--- config.mk ---
export PLATFORM = sky130hd
export DESIGN_NAME = pool_result_writer
export DESIGN_NICKNAME = d
export VERILOG_FILES = /design/src/rtl/pool_writer_pkg.sv /design/src/rtl/pool_word_fifo.sv /design/src/rtl/pool_result_writer.sv
export SDC_FILE = /design/constraint.sdc
export NUM_CORES = 1
export LEC_CHECK = 0
export ABC_AREA = 1
export CORE_MARGIN = 3
export CORE_UTILIZATION = 40
export DETAILED_ROUTE_END_ITERATION = 8
export DONT_BUFFER_PORTS = 1
export GPL_TIMING_DRIVEN = 0
export PLACE_DENSITY_LB_ADDON = 0.08
export SKIP_CTS_REPAIR_TIMING = 1
export SYNTH_ARGS = -nofsm -noshare
export SYNTH_HDL_FRONTEND = slang
export SYNTH_HIERARCHICAL = 1
export SYNTH_SLANG_ARGS = --single-unit
--- constraint.sdc ---
create_clock -name clk -period 9.53 [get_ports clk]
set_clock_uncertainty 0.1 [all_clocks]
set_input_delay 0.953 -clock clk [delete_from_list [all_inputs] [get_ports clk]]
set_output_delay 0.953 -clock clk [all_outputs]
set_load 0.005 [all_outputs]
--- src/rtl/pool_writer_pkg.sv ---
// Shared types and helpers for the pooled-pixel result writer.
// State encoding, pixel-count width and a pointer-width helper.
package pool_writer_pkg;

    localparam int NPIX_W = 10;

    typedef enum logic [1:0] {
        S_IDLE,
        S_CALC,
        S_RUN,
        S_DONE
    } state_t;

    function automatic int clog2c(input int v);
        int r;
        r = 0;
        while ((1 << r) < v) r++;
        return (r < 1) ? 1 : r;
    endfunction

endpackage

--- src/rtl/pool_word_fifo.sv ---
// Wide-word synchronous FIFO holding whole pooled pixels.
// Push while full is accepted only when a pop happens in the same cycle.
module pool_word_fifo
    import pool_writer_pkg::*;
#(
    parameter int W     = 128,
    parameter int DEPTH = 4
) (
    input  logic         clk,
    input  logic         rst_n,
    input  logic         push,
    input  logic         pop,
    input  logic [W-1:0] wdata,
    output logic [W-1:0] rdata,
    output logic         full,
    output logic         empty
);

    localparam int AW = clog2c(DEPTH);

    logic [W-1:0]  mem [DEPTH];
    logic [AW-1:0] wr_ptr;
    logic [AW-1:0] rd_ptr;
    logic [AW:0]   count;
    logic          do_push;
    logic          do_pop;

    assign full    = (count == (AW+1)'(DEPTH));
    assign empty   = (count == '0);
    assign do_pop  = pop && !empty;
    assign do_push = push && (!full || do_pop);
    assign rdata   = mem[rd_ptr];

    always_ff @(posedge clk) begin
        if (do_push) mem[wr_ptr] <= wdata;
    end

    always_ff @(posedge clk or negedge rst_n) begin
        if (!rst_n) begin
            wr_ptr <= '0;
            rd_ptr <= '0;
            count  <= '0;
        end else begin
            if (do_push) wr_ptr <= wr_ptr + 1'b1;
            if (do_pop)  rd_ptr <= rd_ptr + 1'b1;
            case ({do_push, do_pop})
                2'b10:   count <= count + 1'b1;
                2'b01:   count <= count - 1'b1;
                default: count <= count;
            endcase
        end
    end

endmodule

--- src/rtl/pool_result_writer.sv ---
// Buffers pooled pixels and serialises their channel lanes into
// single-word feature-map writes at channel-major addresses.
module pool_result_writer
    import pool_writer_pkg::*;
#(
    parameter int dwidth     = 16,
    parameter int PE_Num     = 8,
    parameter int ADDR_W     = 12,
    parameter int FIFO_DEPTH = 4
) (
    input  logic                     clk,
    input  logic                     rst_n,
    input  logic                     start,
    input  logic [4:0]               featmap_size,
    input  logic [ADDR_W-1:0]        base_addr,
    input  logic                     din_valid,
    input  logic [PE_Num*dwidth-1:0] din,
    output logic                     wr_en,
    output logic [ADDR_W-1:0]        wr_addr,
    output logic [dwidth-1:0]        wr_data,
    output logic                     busy,
    output logic                     done,
    output logic                     overflow
);

    localparam int FW = PE_Num * dwidth;
    localparam int LW = clog2c(PE_Num);

    state_t              state;
    logic [4:0]          size_q;
    logic [ADDR_W-1:0]   base_q;
    logic [NPIX_W-1:0]   npix;
    logic [NPIX_W-1:0]   acc;
    logic [NPIX_W-1:0]   pix;
    logic [FW-1:0]       word;
    logic [LW-1:0]       lane;
    logic                active;

    logic [FW-1:0]       head;
    logic                fifo_full;
    logic                fifo_empty;
    logic [dwidth-1:0]   word_lanes [PE_Num];

    logic                run;
    logic                last_lane;
    logic                pop;
    logic                push_req;
    logic                push;
    logic                drop;
    logic                last_write;
    logic [LW-1:0]       lane_nx;
    logic [NPIX_W-1:0]   pix_nx;

    for (genvar g = 0; g < PE_Num; g++) begin : g_lanes
        assign word_lanes[g] = word[g*dwidth +: dwidth];
    end

    assign run        = (state == S_RUN);
    assign last_lane  = active && (lane == LW'(PE_Num - 1));
    assign pop        = run && (!active || last_lane) && !fifo_empty;
    assign push_req   = run && din_valid && (acc < npix);
    assign push       = push_req && (!fifo_full || pop);
    assign drop       = push_req && !push;
    assign last_write = last_lane && (pix == npix - 1'b1);
    assign lane_nx    = LW'(lane + 1'b1);
    assign pix_nx     = last_lane ? pix + 1'b1 : pix;

    pool_word_fifo #(
        .W     (FW),
        .DEPTH (FIFO_DEPTH)
    ) u_fifo (
        .clk   (clk),
        .rst_n (rst_n),
        .push  (push),
        .pop   (pop),
        .wdata (din),
        .rdata (head),
        .full  (fifo_full),
        .empty (fifo_empty)
    );

    always_ff @(posedge clk or negedge rst_n) begin
        if (!rst_n) begin
            state    <= S_IDLE;
            size_q   <= '0;
            base_q   <= '0;
            npix     <= '0;
            acc      <= '0;
            pix      <= '0;
            word     <= '0;
            lane     <= '0;
            active   <= 1'b0;
            wr_en    <= 1'b0;
            wr_addr  <= '0;
            wr_data  <= '0;
            busy     <= 1'b0;
            done     <= 1'b0;
            overflow <= 1'b0;
        end else begin
            wr_en <= 1'b0;
            done  <= 1'b0;
            case (state)
                S_IDLE: begin
                    if (start) begin
                        size_q   <= featmap_size;
                        base_q   <= base_addr;
                        acc      <= '0;
                        pix      <= '0;
                        active   <= 1'b0;
                        overflow <= 1'b0;
                        busy     <= 1'b1;
                        state    <= S_CALC;
                    end
                end
                S_CALC: begin
                    npix <= NPIX_W'(size_q) * NPIX_W'(size_q);
                    if (size_q == '0) begin
                        done  <= 1'b1;
                        state <= S_DONE;
                    end else begin
                        state <= S_RUN;
                    end
                end
                S_RUN: begin
                    if (push) acc <= acc + 1'b1;
                    if (drop) overflow <= 1'b1;
                    // Lane 0 goes out in the same edge the word is loaded.
                    if (pop) begin
                        word    <= head;
                        lane    <= '0;
                        active  <= 1'b1;
                        pix     <= pix_nx;
                        wr_en   <= 1'b1;
                        wr_data <= head[dwidth-1:0];
                        wr_addr <= base_q + ADDR_W'(pix_nx);
                    end else if (active && !last_lane) begin
                        lane    <= lane_nx;
                        wr_en   <= 1'b1;
                        wr_data <= word_lanes[lane_nx];
                        wr_addr <= wr_addr + ADDR_W'(npix);
                    end else if (last_lane) begin
                        active <= 1'b0;
                        pix    <= pix + 1'b1;
                    end
                    if (last_write) begin
                        done  <= 1'b1;
                        state <= S_DONE;
                    end
                end
                S_DONE: begin
                    busy  <= 1'b0;
                    state <= S_IDLE;
                end
                default: state <= S_IDLE;
            endcase
        end
    end

endmodule

==> metrics.md <==
| Metric | Value |
|---|---|
| Max Clock Freq | `226 MHz` |
| Vias in the first global route | `21800` |
| Design area | `36100 µm²` |
| Cell Count, Final, Fillers Out | `4184` |
| Psw | `4.52 mW` |
| Synthesized netlist cell count | `2971` |
| Final hold slack | `0.142 ns` |
| Clk slew on worst S/H paths | `0.06 ns` |
| Grt ovf | `0` |
| Status | `finished, final reports clean` |
| Htree depth | `3` |
| Area post-placement | `33300 µm²` |
| Area of the core | `77700 µm²` |
| Worst-case clock buffer depth | `3` |
| CP peak stage delay | `0.84 ns` |
| RD Place Congestion | `0.889` |
| Inst Count DP | `4032` |
| Worst r2r src | `state[0]` |
| Ys flop type | `edfxtp_1` |
| Peak VDD IR | `0.149 mV` |
| LEAKAGE | `14.0 nW` |
| Final setup viols | `0` |
| Clock power share | `27.4%` |
| Maximum fanout along the worst path | `26` |
| I/O Buffers | `0` |
| Layout cells sized above 1 | `8.27%` |
| Final hold vios | `0` |
| Drt via density | `5.23` |
| Die Width | `287 µm` |
| First-pass GRT wire length | `139000 µm` |
| DR vias | `21900` |
| Commonest non-fill, non-tap cell in the layout | `edfxtp_1` |
| Post-route ant nets | `0` |
| Worst hold path type | `in2async` |
| Drt pass-1 iters | `5` |
| Final #Nets | `3286` |
| TritonCTS clock tree | `done` |
| DRC viols | `0` |
| Final min period | `4.42 ns` |
| Worst R2R Path Depth | `15` |
| RSZ-0062 raised after global routing | `no` |
| GR Util All Layers | `22.5%` |
| Worst r2r dst | `u_fifo/mem[1][45]` |
| Number of synthesized flops with an enable pin | `512` |
| Syn Std Cell Area | `31500 µm²` |
| Critical path required time | `9.74 ns` |
| Asr flop ratio synth | `30.0%` |
| # rows | `102` |
| Seq pwr share | `37.5%` |
| Fin. max-slew vios | `0` |
| Setup TNS | `0 ns` |
| Relative slew slack | `33.7%` |
| DIE HEIGHT | `287 µm` |
| Syn_nets | `3179` |
| Detailed placement HPWL | `64700 µm` |
| Logic pwr share | `35.1%` |
| Power Density | `326 nW/µm²` |
| Slowest cell on the critical path | `nor2_4` |
| Drt initial violations | `1830` |
| Internal | `7.24 mW` |
| Setup crit start kind | `flop` |
| Initial antenna violation count | `2` |
| # diodes | `0` |
| Crit share post-route | `46.4%` |
| CP arrival | `4.62 ns` |
| Synth Register Bits | `731` |
| Endpoint type of the worst setup path | `flop` |
| WS Path Type | `reg2reg` |
| Total CTS buffers | `82` |
| Clk_lat worst skew | `0.63 ns` |
| Crit path cell chain | `inv_1, ha_1, buf_4, inv_2, or2_4, nor2_4, buf_6, buf_6, buf_4, inv_1, nand3_1, nand2_1, nor2_4, buf_12, buf_12` |
| Highest-count cells in the layout ignoring fill and taps | `edfxtp_1 (512), nor2_1 (469), nand2_1 (460)` |
| CTS sink cnt | `731` |
| Fraction of power spent switching nets | `38.4%` |
| IO Count | `181` |
| Area grow syn2layout | `14.5%` |
| YS warnings | `6` |
| CP Buf/Inv Count | `9` |
| MaxCap Viol Count | `0` |
| Cell variety after synth | `45` |
| Wire per inst | `22.2 µm` |
| Largest net degree at the start of global routing | `220` |
| Root buffer cell | `clkbuf_16` |
| Average size of a mapped cell | `10.6 µm²` |
| Worst-margin pin slew | `0.992 ns` |
| R2r setup slk | `5.11 ns` |
| # fillers | `7179` |
| Starting density of the core | `40.6%` |
| Die area | `82200 µm²` |
| Delay-heaviest family, CP | `simple AND/OR/NAND/NOR gates` |
| Seq/Total Area, Yosys | `66.2%` |
| Routed Wire Length | `92900 µm` |
| Critical path launch point | `state[0]` |
-- sequential cells by signal, indices dropped and copies added (netlist names), 2 cells and up --
signal,count
wr_addr,12
base_q,12
npix,9
wr_data,16
u_fifo/wr_ptr,2
lane,3
u_fifo/rd_ptr,2
acc,10
u_fifo/mem,512
word,128
u_fifo/count,3
size_q,5
pix,10
state,2
-- logic make-up after synthesis --
logic type,after synthesis,synth area share (%)
XOR/XNOR,23,0.639
flip-flops,731,66.2
AND/OR/NAND/NOR,1083,13.7
adder cells (fa/ha/maj),59,2.46
AO/OA/AOI/OAI,713,11.7
buffers and inverters,362,5.34
-- through the flow --
step	power, mW	util (%)	worst slack (ns)
global placement	8.54	42.2	-4.07
floorplan	7.02	-	1.61
global route	12.5	46.4	4.88
finish	11.8	46.4	5.11
detailed placement	8.58	42.8	5.20
CTS	11.8	46.4	5.14
-- metal layers --
layer	wire (µm)	part of all wire, %	GRT usage [%]	vias to the layer above
met2	43800	47	36.3	574
li1	-	-	-	10400
met3	6590	7.1	5.50	133
met4	2560	2.8	6.59	0
met5	0	0	0	-
met1	39900	43	30.2	10800
-- cells in the mapped netlist, types with 2 or more instances --
cell type  number  share of area [%]
clkbuf_1       52               0.62
nand3b_1        2              0.048
nor3_1          8               0.13
inv_1         200                2.4
o21bai_1        2              0.048
a21oi_1        82                1.3
o211ai_1       19               0.45
a21o_1          3              0.071
xor2_1         17               0.47
edfxtp_1      512                 49
buf_1           6              0.071
ha_1           54                2.1
xnor2_1         6               0.17
nand3_1       112                1.8
o21ai_0       290                4.6
buf_2          49               0.78
nand2_2         2              0.040
nand4_1        14               0.28
buf_6          20               0.71
dfrtp_1       219                 17
o22ai_1         8               0.16
o21ai_1       281                4.5
a31oi_1        21               0.42
buf_4          26               0.62
a21boi_0        3              0.071
clkinv_1        2              0.024
nor2_1        473                5.6
inv_2           5              0.060
fa_1            5               0.32
nor2_2          4              0.079
nand2_1       460                5.5
-- final cells by class --
cell class	instances	area, µm²	share of cell area, %
Sequential cell	731	20900	57.8
Tap cell	1040	1300	3.61
Multi-Input combinational cell	1878	9010	25.0
Buffer	154	898	2.49
Inverter	208	783	2.17
Clock buffer	106	2200	6.11
Timing Repair Buffer	23	498	1.38
Clock inverter	44	532	1.47
-- worst max-delay path by stage --
stage | endpoint | cells after the start
after global routing | u_fifo/mem[1][45] | 15
final | u_fifo/mem[1][45] | 15
after global placement | u_fifo/mem[3][52] | 13
after CTS | u_fifo/mem[1][39] | 15
after detailed placement | u_fifo/mem[1][44] | 15
after floorplan | u_fifo/mem[0][0] | 13
-- power groups by stage --
stage	clock (mW)	sequential [mW]	combinational, mW
global placement	0	4.55	3.99
CTS	3.30	4.41	4.13
finish	3.22	4.41	4.13
detailed placement	0	4.47	4.11
floorplan	0	4.34	2.68
global route	3.42	4.46	4.62
Power figures use the tool's default switching activity.
